File: config.mk
export PLATFORM = sky130hd
export DESIGN_NAME = serial_monitor
export DESIGN_NICKNAME = d
export VERILOG_FILES = /design/src/rtl/robin_pkg.sv /design/src/rtl/serial_monitor.sv
export SDC_FILE = /design/constraint.sdc
export NUM_CORES = 1
export LEC_CHECK = 0
export CAP_MARGIN = 10
export CORE_UTILIZATION = 49
export DETAILED_ROUTE_END_ITERATION = 6
export PLACE_DENSITY = 0.77
export SLEW_MARGIN = 20
export SYNTH_ARGS = -nofsm -noshare
export SYNTH_HDL_FRONTEND = slang
export SYNTH_SLANG_ARGS = --single-unit
File: constraint.sdc
create_clock -name clk -period 1.8 [get_ports clk]
set_input_delay 0.54 -clock clk [delete_from_list [all_inputs] [get_ports clk]]
set_output_delay 0.54 -clock clk [all_outputs]
set_load 0.01 [all_outputs]
File: src/rtl/robin_pkg.sv
// robin_pkg: command/reply byte codes and the FSM state type shared by serial_monitor.
// S_CSUM only exists when SERIAL_MONITOR_CHECKSUM_EN is defined.
package robin_pkg;

  localparam logic [7:0] CMD_WRITE = 8'h57;
  localparam logic [7:0] CMD_READ  = 8'h52;
  localparam logic [7:0] RSP_OK    = 8'h4B;
  localparam logic [7:0] RSP_BAD   = 8'h3F;
  localparam logic [7:0] RSP_CSUM  = 8'h45;

  typedef enum logic [3:0] {
    S_IDLE,
    S_AH,
    S_AL,
    S_LEN,
    S_WDATA,
`ifdef SERIAL_MONITOR_CHECKSUM_EN
    S_CSUM,
`endif
    S_RREQ,
    S_RWAIT,
    S_RSEND,
    S_ACK,
    S_ERR
  } state_t;

endpackage

File: src/rtl/serial_monitor.sv
// serial_monitor: byte-stream 'W'/'R' command engine between the UART FIFOs and low memory.
// Build option SERIAL_MONITOR_CHECKSUM_EN adds a trailing mod-256 checksum byte to writes.
//
// state   | meaning
// IDLE    | wait for command byte
// AH/AL   | address high / low byte
// LEN     | length byte (0 = 256)
// WDATA   | one memory write per received byte
// CSUM    | trailing checksum byte (checksum build only)
// RREQ    | present read address
// RWAIT   | memory read latency
// RSEND   | push read byte to TX
// ACK     | push write reply
// ERR     | flag bad command, push '?'
module serial_monitor #(
  parameter int ADDR_WIDTH = 13
) (
  input  logic                  clk,
  input  logic                  reset_n,
  input  logic                  rx_empty,
  input  logic [7:0]            rx_data,
  output logic                  rx_read,
  input  logic                  tx_full,
  output logic [7:0]            tx_data,
  output logic                  tx_write,
  output logic [ADDR_WIDTH-1:0] mem_addr,
  output logic [7:0]            mem_wdata,
  output logic                  mem_we,
  input  logic [7:0]            mem_rdata,
  output logic                  busy,
  output logic                  cmd_error
);
  import robin_pkg::*;

  state_t                  state, state_nxt;
  logic                    is_write, is_write_nxt;
  logic [ADDR_WIDTH-1:0]   addr, addr_nxt;
  logic [8:0]              count, count_nxt;
  logic                    rx_read_nxt, tx_write_nxt, mem_we_nxt, busy_nxt, cmd_error_nxt;
  logic [7:0]              tx_data_nxt, mem_wdata_nxt;
  logic [ADDR_WIDTH-1:0]   mem_addr_nxt;
  logic                    rx_ok, tx_ok;
`ifdef SERIAL_MONITOR_CHECKSUM_EN
  logic [7:0]              sum, sum_nxt;
  logic                    csum_ok, csum_ok_nxt;
`endif

  // Gating on our own previous strobe keeps pops/pushes at least one cycle apart.
  assign rx_ok = !rx_empty && !rx_read;
  assign tx_ok = !tx_full && !tx_write;

  always_comb begin
    state_nxt     = state;
    is_write_nxt  = is_write;
    addr_nxt      = addr;
    count_nxt     = count;
    rx_read_nxt   = 1'b0;
    tx_write_nxt  = 1'b0;
    tx_data_nxt   = tx_data;
    mem_we_nxt    = 1'b0;
    mem_addr_nxt  = mem_addr;
    mem_wdata_nxt = mem_wdata;
    cmd_error_nxt = 1'b0;
`ifdef SERIAL_MONITOR_CHECKSUM_EN
    sum_nxt       = sum;
    csum_ok_nxt   = csum_ok;
`endif
    case (state)
      S_IDLE: if (rx_ok) begin
        rx_read_nxt = 1'b1;
`ifdef SERIAL_MONITOR_CHECKSUM_EN
        sum_nxt = 8'h00;
`endif
        if (rx_data == CMD_WRITE) begin
          is_write_nxt = 1'b1;
          state_nxt    = S_AH;
        end else if (rx_data == CMD_READ) begin
          is_write_nxt = 1'b0;
          state_nxt    = S_AH;
        end else begin
          state_nxt = S_ERR;
        end
      end
      S_AH: if (rx_ok) begin
        rx_read_nxt                 = 1'b1;
        addr_nxt[ADDR_WIDTH-1:8]    = rx_data[ADDR_WIDTH-9:0];
        state_nxt                   = S_AL;
      end
      S_AL: if (rx_ok) begin
        rx_read_nxt   = 1'b1;
        addr_nxt[7:0] = rx_data;
        state_nxt     = S_LEN;
      end
      S_LEN: if (rx_ok) begin
        rx_read_nxt = 1'b1;
        count_nxt   = (rx_data == 8'd0) ? 9'd256 : {1'b0, rx_data};
        state_nxt   = is_write ? S_WDATA : S_RREQ;
      end
      S_WDATA: if (rx_ok) begin
        rx_read_nxt   = 1'b1;
        mem_we_nxt    = 1'b1;
        mem_addr_nxt  = addr;
        mem_wdata_nxt = rx_data;
        addr_nxt      = addr + 1'b1;
        count_nxt     = count - 9'd1;
`ifdef SERIAL_MONITOR_CHECKSUM_EN
        sum_nxt       = sum + rx_data;
        if (count == 9'd1) state_nxt = S_CSUM;
`else
        if (count == 9'd1) state_nxt = S_ACK;
`endif
      end
`ifdef SERIAL_MONITOR_CHECKSUM_EN
      S_CSUM: if (rx_ok) begin
        rx_read_nxt = 1'b1;
        csum_ok_nxt = (rx_data == sum);
        state_nxt   = S_ACK;
      end
`endif
      S_RREQ: begin
        mem_addr_nxt = addr;
        state_nxt    = S_RWAIT;
      end
      S_RWAIT: state_nxt = S_RSEND;
      // mem_addr is held while stalled, so mem_rdata stays valid here.
      S_RSEND: if (tx_ok) begin
        tx_write_nxt = 1'b1;
        tx_data_nxt  = mem_rdata;
        addr_nxt     = addr + 1'b1;
        count_nxt    = count - 9'd1;
        state_nxt    = (count == 9'd1) ? S_IDLE : S_RREQ;
      end
      S_ACK: if (tx_ok) begin
        tx_write_nxt = 1'b1;
`ifdef SERIAL_MONITOR_CHECKSUM_EN
        tx_data_nxt  = csum_ok ? RSP_OK : RSP_CSUM;
`else
        tx_data_nxt  = RSP_OK;
`endif
        state_nxt    = S_IDLE;
      end
      S_ERR: if (tx_ok) begin
        tx_write_nxt  = 1'b1;
        tx_data_nxt   = RSP_BAD;
        cmd_error_nxt = 1'b1;
        state_nxt     = S_IDLE;
      end
      default: state_nxt = S_IDLE;
    endcase
    busy_nxt = (state_nxt != S_IDLE);
  end

  always_ff @(posedge clk or negedge reset_n) begin
    if (!reset_n) begin
      state     <= S_IDLE;
      is_write  <= 1'b0;
      addr      <= '0;
      count     <= 9'd0;
      rx_read   <= 1'b0;
      tx_write  <= 1'b0;
      tx_data   <= 8'h00;
      mem_we    <= 1'b0;
      mem_addr  <= '0;
      mem_wdata <= 8'h00;
      busy      <= 1'b0;
      cmd_error <= 1'b0;
`ifdef SERIAL_MONITOR_CHECKSUM_EN
      sum       <= 8'h00;
      csum_ok   <= 1'b0;
`endif
    end else begin
      state     <= state_nxt;
      is_write  <= is_write_nxt;
      addr      <= addr_nxt;
      count     <= count_nxt;
      rx_read   <= rx_read_nxt;
      tx_write  <= tx_write_nxt;
      tx_data   <= tx_data_nxt;
      mem_we    <= mem_we_nxt;
      mem_addr  <= mem_addr_nxt;
      mem_wdata <= mem_wdata_nxt;
      busy      <= busy_nxt;
      cmd_error <= cmd_error_nxt;
`ifdef SERIAL_MONITOR_CHECKSUM_EN
      sum       <= sum_nxt;
      csum_ok   <= csum_ok_nxt;
`endif
    end
  end

endmodule

==> impl_summary.md <==
Layout
The area growth from synthesis to layout is 48.1%. Leaving out fill and tap cells, the most frequent cells in the layout are sky130_fd_sc_hd__buf_4 (84), sky130_fd_sc_hd__dfrtp_1 (56), sky130_fd_sc_hd__nand2_1 (40). The storage element area is 0.00153 mm2. The total inserted antenna cells is 0. The final layout contains 500 nets. The commonest non-fill, non-tap cell in the layout is sky130_fd_sc_hd__buf_4.

In the final layout, the multi-input gates occupy 0.00182 mm2. The post-route netlist has 34.3% of its cells at a drive strength greater than 1. The filler-free cell count of the finished design is 558. The filler cells instantiated in the layout total 414.

Placed design
At the placement stage, the worst setup path has a slack of -0.612 ns. The congestion estimate from routability-driven global placement came to 0.914. Counting tap cells, the placed design contains a total of 530 instances.

The post-DP HPWL is 6990 um. During placement, the flow inserted port buffers numbering 53.

Floorplan
The die span in y is 85.0 um. The die extent in x is 85.0 um. Once the floorplan was initialized, standard cells occupied 52.0% of the core. In this run the core area contains 29 standard-cell rows. The placeable core region is 0.00649 mm2. The die covers 0.00722 mm2. The number of top-level pins is 54.

Synthesis
The synthesized netlist net count is 366. The synthesized design contains 0 enable-type register cells. Summing the areas of all xor and xnor instances in the mapped netlist gives 1.48% of the synthesized area. The post-synthesis register bit count is 61. The yosys synthesis warning count is 0.

Averaged over all synthesized cells, the footprint is 9.84 um2. Of the total synthesized cell area, the portion taken by full adders, half adders and majority gates is 1.11%. Summing every instance area after synthesis gives 0.00337 mm2. In the synthesized netlist, mux cells make up 5.08% of the area. The post-synthesis instance total is 343. The proportion of synthesized chip area in sequential cells is 45.2%. By area, the combinational part of the netlist is dominated by compound AO/OA/AOI/OAI gates.

For this run, asynchronously set or reset flops after synthesis account for 100%. The post-synthesis cell type count is 72. The most used flip-flop cell after synthesis is sky130_fd_sc_hd__dfrtp_1. After Yosys synthesis, and, or, nand and nor cells account for 20.3% of the synthesized area. The fraction of the mapped netlist area in compound gates is 21.9%.

GRT
The via count of the first global-routing pass was 3433. The number of antenna violations at the first check in global routing is 0. The global routing usage summed across all routing layers is 29.3%. Summed over all layers, the global routing overflow is 0. Entering global routing, the biggest net connects 62 pins. The global-route wire length before repair is 16600 um.

Power and ir drop
Net switching is 39.7% of the power. IR analysis of the VDD net gives a maximum drop of 0.00126 V. Power spread over the standard cell area amounts to 1940 mW/mm2. The clock share of power is 13.9%. The sequential cell fraction of total power is 26.1%. The analysis attributes to cell leakage a power of 2.27 nW. The cell-internal power is 0.00584 W. In this run the power spent charging and discharging nets is 0.00385 W. The portion of total power attributed to combinational logic is 60.0%.

Route
The routed layout has 3433 vias. Dividing the detail-routed wire length by the instance count gives 18.6 um. The ratio of routed vias to standard cells is 6.15.

For this block, the routed nets add up to 10400 um of wire. The count of nets left with antenna violations once routing finished came out at 0. After detailed routing, the number of remaining DRC violations is 0.

The first detailed-routing pass took 6 iterations. The initial DRC count is 241.

Critical path
The beginning of the worst register-to-register path is rx_read$_DFF_PN0_. Data arrives at the worst endpoint at 2.15 ns. STA classifies the critical path startpoint as a flop. The largest fanout on the critical path is 9.

The reg-to-reg endpoint is addr[7]$_DFFE_PN0P_. STA classifies the critical path endpoint as a flop. For the worst setup path, the data required time is 2.07 ns. The worst register-to-register path has a depth of 6. In this run the register-to-register setup slack is -0.08 ns. By startpoint and endpoint, the worst setup path is classified as flop to flop.

In this run the worst setup path begins at rx_read$_DFF_PN0_.

Clock network
The depth of the CTS H-tree is 3. The clock tree root buffer cell is sky130_fd_sc_hd__clkbuf_8. Hold repair after CTS inserted 0 buffers. TritonCTS built the clock tree. Counting the buffers created by CTS gives 9. CTS saw 61 sinks. The insertion delay of the later-clocked pin in the worst-skew pair is 0.34 ns.

After clock tree synthesis, the clock-pin slew on the worst setup and hold paths is 0.07 ns. The clock tree buffer depth is 2.

Timing
Based on the critical path, the design can be clocked at up to 533 MHz. The period utilization is 104%. Across the routed clock network, the largest skew measured is 0.00970 ns. The shortest period the worst path allows is 1.88 ns. The number of endpoints with negative hold slack in the final report is 0.

Setup violations remaining at the end of the flow were counted as 5. At the pin with the least slew margin, the transition time is 0.450 ns. The setup total negative slack is -0.126 ns. The final worst setup slack is -0.0757 ns.

The tightest slew margin relative to the limit is 69.8%. Setup repair after global routing could not meet its margin everywhere. The max-slew violation count was 0.

Status
The final reports fail on setup timing. The flow ran to the end, but the final reports show violations.

Worst hold path
In this run the worst hold path is classified as input pin to async pin.

Run
The tool flagged a number of max-cap violations equal to 0.
power groups by stage:
stage,clock [W],combinational (W),sequential (W)
3_3_place_gp,0,0.00509,0.00252
5_1_grt,0.00142,0.00625,0.00259
3_5_place_dp,0,0.00522,0.00254
2_1_floorplan,0,0.00270,0.00257
6_report,0.00134,0.00582,0.00253
4_1_cts,0.00136,0.00549,0.00251
cell type report:
cell class                 instances  share of cell area (%)
multi-input combinational        251                    36.4
sequential                        61                    30.7
timing repair buffer             145                    26.1
clock buffer                      11                    2.83
tap                               77                    1.93
clock inverter                     4                    1.45
inverter                           9                   0.676
worst max path at each step:
stage | end | slack, ns | cells after the start
global placement | addr[5]$_DFFE_PN0P_ | -0.55 | 5
floorplan | busy$_DFF_PN0_ | 0.02 | 4
CTS | addr[10]$_DFFE_PN0P_ | 0.0001 | 5
detailed placement | addr[5]$_DFFE_PN0P_ | -0.61 | 5
finish | addr[7]$_DFFE_PN0P_ | -0.08 | 6
global route | addr[7]$_DFFE_PN0P_ | -0.1 | 6
state kept, by name, summed over array words and instances, names as in the netlist:
register,flops
addr,13
busy,1
cmd_error,1
count,9
is_write,1
mem_addr,13
mem_wdata,8
mem_we,1
rx_read,1
state,4
tx_data,8
tx_write,1
synthesized netlist by cell type, types with 5 or more instances:
library cell,number,share of area [%]
sky130_fd_sc_hd__dfrtp_1,61,45
sky130_fd_sc_hd__nand2_1,41,4.6
sky130_fd_sc_hd__nor3_1,18,2.7
sky130_fd_sc_hd__o21ai_0,18,2.7
sky130_fd_sc_hd__a21oi_1,17,2.5
sky130_fd_sc_hd__nor2_1,15,1.7
sky130_fd_sc_hd__mux2_2,12,4.0
sky130_fd_sc_hd__o22a_1,12,3.1
sky130_fd_sc_hd__a211oi_1,9,2.0
sky130_fd_sc_hd__clkbuf_1,8,0.89
sky130_fd_sc_hd__inv_1,8,0.89
sky130_fd_sc_hd__nand3_1,8,1.2
sky130_fd_sc_hd__a31oi_1,7,1.3
sky130_fd_sc_hd__o22ai_1,7,1.3
sky130_fd_sc_hd__nand2b_1,6,1.1
sky130_fd_sc_hd__buf_2,5,0.74
sky130_fd_sc_hd__buf_4,5,1.1
sky130_fd_sc_hd__or4_1,5,1.1
layer usage:
metal	vias to the layer above	global-route usage, %	routed length (um)
li1	1566	-	-
met3	33	6.71	661
met5	-	0	0
met2	151	48.8	5170
met1	1683	36.7	4240
met4	0	12.5	316
what timing repair did:
action	4_1_cts	5_1_grt
setup endpoints to repair	48	51
pin swaps	11	20
setup buffers	9	6
cloned	0	0
resized for setup	33	36
hold endpoints to repair	0	0
worst max-delay path, stage by stage (launching register included):
cell and delay, ns:
sky130_fd_sc_hd__dfrtp_2 0.42, sky130_fd_sc_hd__buf_6 0.14, sky130_fd_sc_hd__or2_1 0.22, sky130_fd_sc_hd__o32a_1 0.40
sky130_fd_sc_hd__buf_6 0.16, sky130_fd_sc_hd__a211oi_1 0.26, sky130_fd_sc_hd__o22a_1 0.20
cell families (layout without fill, tap and decap cells):
family / count (synthesis) / in the layout
and+or+nand+nor: 123 / 123
AOI/OAI and AO/OA: 106 / 106
DFF: 61 / 61
buffers and inverters: 31 / 169
muxes: 15 / 15
xor gates and xnor gates: 4 / 4
adders and majority gates: 3 / 3
stage by stage:
| step | hold slack (ns) | util [%] | power [W] | area (um2) |
|---|---|---|---|---|
| final | 0.213 | 76.9 | 0.00969 | 5000 |
| after CTS | 0.217 | 74.6 | 0.00935 | 4840 |
| after global placement | 0.460 | 69.7 | 0.00761 | 4520 |
| after detailed placement | 0.471 | 69.7 | 0.00776 | 4520 |
| after global routing | 0.224 | 76.9 | 0.0103 | 5000 |
| after floorplan | 0.244 | - | 0.00528 | 3380 |
No activity file was read; power rests on OpenSTA's default activity.
